$ cat src/rtl/secded_pkg.sv
// Shared SECDED (15,11 + overall parity) types, flag codes and codeword helpers.
package secded_pkg;

    typedef enum logic [2:0] {
        IDLE,
        RD_LO,
        RD_HI,
        WR_LO,
        WR_HI,
        DONE
    } state_t;

    localparam logic [1:0] FLG_NONE = 2'b00;
    localparam logic [1:0] FLG_SGL  = 2'b01;
    localparam logic [1:0] FLG_DBL  = 2'b10;

    // XOR of the positions 1..15 whose bit is set; zero for a valid codeword.
    function automatic logic [3:0] secded_syndrome(input logic [15:0] r);
        logic [3:0] s;
        s = 4'd0;
        for (int p = 1; p < 16; p++) begin
            if (r[p]) begin
                s = s ^ 4'(p);
            end
        end
        return s;
    endfunction

    function automatic logic [15:0] secded_encode(input logic [11:1] d);
        logic [15:0] r;
        logic [3:0]  s;
        r        = 16'd0;
        r[3]     = d[1];
        r[7:5]   = d[4:2];
        r[15:9]  = d[11:5];
        s        = secded_syndrome(r);
        r[1]     = s[0];
        r[2]     = s[1];
        r[4]     = s[2];
        r[8]     = s[3];
        r[0]     = ^r[15:1];
        return r;
    endfunction

endpackage

$ cat src/rtl/secded_dec16.sv
// SECDED decode of one 16-bit word into 11 data bits and a status flag.
// Latency: combinational, zero cycles.
// Backpressure: none; output follows input continuously.
module secded_dec16
    import secded_pkg::*;
(
    input  logic [15:0] r,
    output logic [11:1] data,
    output logic [1:0]  flag
);

    logic [3:0]  syn;
    logic        par;
    logic [15:0] fixed;

    always_comb begin
        syn   = secded_syndrome(r);
        par   = ^r;
        fixed = r;
        flag  = FLG_NONE;
        if (par) begin
            // s==0 flips the overall parity bit only, leaving data untouched
            flag  = FLG_SGL;
            fixed = r ^ (16'd1 << syn);
        end else if (syn != 4'd0) begin
            flag = FLG_DBL;
        end
        data = {fixed[15:9], fixed[7:5], fixed[3]};
    end

endmodule

$ cat src/rtl/secded_dec_seq.sv
// Memory-port sequencer: reads NUM_WORDS SECDED words, writes decoded data+flag back.
// Latency: 4 cycles per word, done in cycle 4*NUM_WORDS+1 after start.
// Backpressure: none; memory is assumed single-cycle, start ignored while busy.
module secded_dec_seq
    import secded_pkg::*;
#(
    parameter int SRC_BASE  = 30,
    parameter int DST_BASE  = 0,
    parameter int NUM_WORDS = 15,
    parameter int AW        = 8
) (
    input  logic          clk,
    input  logic          reset,
    input  logic          start,
    output logic [AW-1:0] dm_addr,
    input  logic [7:0]    dm_rd_data,
    output logic          dm_wr_en,
    output logic [7:0]    dm_wr_data,
    output logic          busy,
    output logic          done,
    output logic [7:0]    single_cnt,
    output logic [7:0]    double_cnt
);

    localparam logic [6:0] LAST_IDX = 7'(NUM_WORDS - 1);

    state_t        state;
    state_t        state_nxt;
    logic [6:0]    idx;
    logic [7:0]    lo;
    logic [7:0]    hi;
    logic [11:1]   dec_data;
    logic [1:0]    dec_flag;
    logic [15:0]   result;
    logic [AW-1:0] src_addr;
    logic [AW-1:0] dst_addr;
    logic          last_word;

    secded_dec16 u_dec (
        .r    ({hi, lo}),
        .data (dec_data),
        .flag (dec_flag)
    );

    assign result    = {dec_flag, 3'b000, dec_data};
    assign src_addr  = AW'(SRC_BASE) + AW'({idx, 1'b0});
    assign dst_addr  = AW'(DST_BASE) + AW'({idx, 1'b0});
    assign last_word = (idx == LAST_IDX);

    always_ff @(posedge clk) begin
        if (reset) begin
            state      <= IDLE;
            idx        <= 7'd0;
            lo         <= 8'd0;
            hi         <= 8'd0;
            single_cnt <= 8'd0;
            double_cnt <= 8'd0;
        end else begin
            state <= state_nxt;
            case (state)
                IDLE, DONE: begin
                    if (start) begin
                        idx        <= 7'd0;
                        single_cnt <= 8'd0;
                        double_cnt <= 8'd0;
                    end
                end
                RD_LO: lo <= dm_rd_data;
                RD_HI: hi <= dm_rd_data;
                WR_LO: begin
                    if (dec_flag == FLG_SGL && single_cnt != 8'hFF) begin
                        single_cnt <= single_cnt + 8'd1;
                    end
                    if (dec_flag == FLG_DBL && double_cnt != 8'hFF) begin
                        double_cnt <= double_cnt + 8'd1;
                    end
                end
                WR_HI: begin
                    if (!last_word) begin
                        idx <= idx + 7'd1;
                    end
                end
                default: ;
            endcase
        end
    end

    always_comb begin
        state_nxt  = state;
        dm_addr    = '0;
        dm_wr_en   = 1'b0;
        dm_wr_data = 8'd0;
        busy       = 1'b0;
        done       = 1'b0;
        case (state)
            IDLE: begin
                if (start) state_nxt = RD_LO;
            end
            RD_LO: begin
                busy      = 1'b1;
                dm_addr   = src_addr;
                state_nxt = RD_HI;
            end
            RD_HI: begin
                busy      = 1'b1;
                dm_addr   = src_addr + AW'(1);
                state_nxt = WR_LO;
            end
            WR_LO: begin
                busy       = 1'b1;
                dm_addr    = dst_addr;
                dm_wr_en   = ~reset;
                dm_wr_data = result[7:0];
                state_nxt  = WR_HI;
            end
            WR_HI: begin
                busy       = 1'b1;
                dm_addr    = dst_addr + AW'(1);
                dm_wr_en   = ~reset;
                dm_wr_data = result[15:8];
                state_nxt  = last_word ? DONE : RD_LO;
            end
            DONE: begin
                done = 1'b1;
                if (start) state_nxt = RD_LO;
            end
            default: state_nxt = IDLE;
        endcase
    end

endmodule

$ cat config.mk
export PLATFORM = sky130hd
export DESIGN_NAME = secded_dec_seq
export DESIGN_NICKNAME = d
export VERILOG_FILES = /design/src/rtl/secded_pkg.sv /design/src/rtl/secded_dec16.sv /design/src/rtl/secded_dec_seq.sv
export SDC_FILE = /design/constraint.sdc
export NUM_CORES = 1
export LEC_CHECK = 0
export ABC_AREA = 1
export CAP_MARGIN = 40
export CORE_MARGIN = 2
export CORE_UTILIZATION = 40
export CTS_CLUSTER_DIAMETER = 40
export CTS_CLUSTER_SIZE = 40
export DETAILED_ROUTE_END_ITERATION = 7
export SYNTH_ARGS = -nofsm -noshare
export SYNTH_HDL_FRONTEND = slang
export SYNTH_HIERARCHICAL = 1
export SYNTH_SLANG_ARGS = --single-unit
$ cat constraint.sdc
create_clock -name clk -period 2.2 [get_ports clk]
set_clock_uncertainty 0.15 [all_clocks]
set_input_delay 0.33 -clock clk [delete_from_list [all_inputs] [get_ports clk]]
set_output_delay 0.33 -clock clk [all_outputs]
set_load 0.01 [all_outputs]
==> flow_summary.ini <==
[outcome]
status = complete, but fails checks
violations = setup timing

[sta]
layout_setup_ws_ns = -0.396
fin_crit_sh_pct = 118
finalHoldViolations = 0
fmax_mhz = 385
drv_slew = 0
tightest_slew_ns = 0.457
slew_headroom_pct = 69.5
rsz0062_at_grt = true
post-route-min-period_ns = 2.60
whs_ns = 0.352
setup_viol = 24

[clock_network]
clock-sinks = 42
clock_latency_ns = 0.30
cts_tree = built
clk_pin_slew_ns = 0.08
cts_made_buffers = 5
htreeDepth = 2
cts-root-buf = clkbuf_8
cts_buffer_depth = 2
ctsHoldBuffers = 0

[synth]
synth-seq-cells = 42
synth_area_leaders = dfxtp_1, nand2_1, nor2_1, inv_1, nand3_1
synth-main-ff-cell = dfxtp_1
synth-edff-count = 0
avgSynthCellArea_sq_um = 5.79
netlist_area_sq_um = 3260
synth_cells = 563
async_flop_share_pct = 0
ys_seq_area_share_pct = 25.8
synth_nets = 579
yosysTopAreaCell = dfxtp_1
yosysTopAreaCellShare_pct = 25.8
synth_warnings = 6
netlist-cell-type-count = 35

[min_path]
hp-class = reg -> reg

[route]
vias_per_cell = 4.82
drt_iter0_drc = 121
drt_wl_total_um = 9590
drt-wirelength-per-cell_um = 12.4
via_count = 3723
drt_first_pass_iters = 5
drc = 0
drtAntennaViolNets = 0

[floorplan]
fp.coreArea_sq_um = 7810
ioPinCount = 46
die_area_sq_um = 8880
die_h_um = 94.3
initial_core_util_pct = 41.7
rows = 32
die_width_um = 94.3

[worst_setup_path]
startpoint_type = flop
crit_arrival_ns = 2.12
crit_top_cell = nand2_4
cp-end-kind = primary output
critPathMaxStageDelay_ns = 0.37
path_cells = xnor2_2 > buf_4 > nand2_4 > nand2_4 > nand2_4 > nand2_4 > buf_6 > nor2_4 > inv_2 > o21ai_2 > nand2_1 > nand2_1 > o21ai_1 > buf_2
critPathTopFamily = simple AND/OR/NAND/NOR gates
critPathBufInv = 4
cpMaxStageDelayCell = dfxtp_4
required_ns = 1.72
crit_fanout = 4
crit_type = reg -> out

[global_routing]
grt_max_degree = 21
grt_usage_pct = 22.8
grt_pass1_wl_um = 16200
grt_pass1_vias = 3457
grt_overflow = 0
antenna_found_initial = 0

[power]
design_power_total_mw = 3.04
powerDensity_nw_per_um2 = 656
p_leak_nw = 2.21
ir_worst_vdd_mv = 0.289

[finish]
drive_above_1_share_pct = 32.4
area_growth_pct = 42.4
nFillCells = 804
fin_cells = 772
fin_nets = 686
final_area_sq_um = 4640
diodes = 0

[placed_design]
hpwl_um = 7200
post-place-cells = 751
placed_area_sq_um = 4170
portBuffers = 45
gp_congestion = 0.909

[job]
drv_cap = 0
synthesized netlist by cell type (all sizes together) (3+ instances only):
library cell / count
nor2: 96
dfxtp: 42
nand3: 49
o21ai: 29
inv: 78
xnor2: 3
a21oi: 16
a22o: 3
clkbuf: 3
ha: 5
nor3b: 3
o22ai: 7
nor3: 3
nand2: 196
xor2: 11
buf: 9
stage by stage:
stage / setup WS, ns / TNS (ns) / util [%]
CTS: -0.369 / -5.04 / 56.9
detailed placement: -0.572 / -10.45 / 53.4
global route: -0.495 / -9.09 / 59.4
floorplan: 0.0791 / 0 / -
global placement: -0.536 / -9.26 / 53.4
finish: -0.396 / -5.44 / 59.4
worst reg2reg max path, stage by stage (launching register included):
cell	delay (ns)
dfxtp_4	0.37
xnor2_2	0.15
buf_4	0.16
xor2_2	0.17
nand2_1	0.08
nand2_2	0.10
nor2_2	0.24
a31oi_4	0.13
buf_4	0.15
nor2_1	0.09
nand2_1	0.09
nand2_4	0.14
nand2_4	0.08
inv_2	0.12
nor2_1	0.05
nor2_1	0.09
timing repair:
item,in CTS,in global routing
gates resized for setup,108,71
gates cloned,1,0
setup buffers,7,6
setup endpoints to repair,34,31
pin swaps,34,31
power by group:
| part | internal [mW] | switching (mW) |
|---|---|---|
| sequential | 0.823 | 0.0672 |
| clock | 0.214 | 0.276 |
| combinational | 0.681 | 0.983 |
kinds of logic after synthesis:
| kind of cell | after synthesis | share of synthesized area, % |
|---|---|---|
| AND/OR/NAND/NOR | 352 | 47.0 |
| buffers and inverters | 91 | 11.3 |
| AO/OA/AOI/OAI | 59 | 9.95 |
| flip-flops | 42 | 25.8 |
| XOR/XNOR | 14 | 3.99 |
| adder cells (fa/ha/maj) | 5 | 1.92 |
cell type report:
cell class,instances,area [sq um],area share [%]
clock buffers,5,68.8,1.48
repair buffers,111,876,18.9
multi-input cells,431,2370,51.1
clock inverters,2,10.0,0.216
flip-flops and latches,42,872,18.8
well taps,102,128,2.75
inverters,79,317,6.82
per-layer routing:
metal | vias up | routed length [um] | global-route usage [%]
met4 | 0 | 126 | 5.56
met5 | - | 0 | 0
met3 | 11 | 464 | 2.89
met2 | 82 | 4350 | 36.4
li1 | 1963 | - | -
met1 | 1667 | 4650 | 32.4
cells in the final DEF, fill, tap and decap left out, drive strengths merged, types with 2 or more instances in the layout:
cell type	synthesis	layout
clkbuf	3	11
dlygate4sd2	0	3
inv	78	79
nand2	196	197
nand4	2	2
a22o	3	3
or2	2	2
ha	5	5
nor2	96	96
nand3	49	49
buf	9	74
o21ai	29	29
nor3	3	3
clkinv	1	2
o21bai	2	2
xnor2	3	3
dfxtp	42	42
xor2	11	11
clkdlybuf4s50	0	27
o22ai	7	7
nor3b	3	3
a21oi	16	16
sequential cells by signal, summed over array words and instances (netlist names):
| register | count |
|---|---|
| double_cnt | 8 |
| hi | 8 |
| lo | 8 |
| single_cnt | 8 |
| idx | 7 |
| state | 3 |
worst paths after layout:
check,start,endpoint,slack [ns],cells past startpoint
min reg2reg,double_cnt[7]$_SDFFE_PP0P_,double_cnt[7]$_SDFFE_PP0P_,0.35,2
min,double_cnt[7]$_SDFFE_PP0P_,double_cnt[7]$_SDFFE_PP0P_,0.35,2
max reg2reg,hi[7]$_SDFFE_PP0P_,single_cnt[7]$_SDFFE_PP0P_,-0.20,15
max,hi[7]$_SDFFE_PP0P_,dm_wr_data[6],-0.40,14
Note: power is estimated with default switching activity, not from simulation.
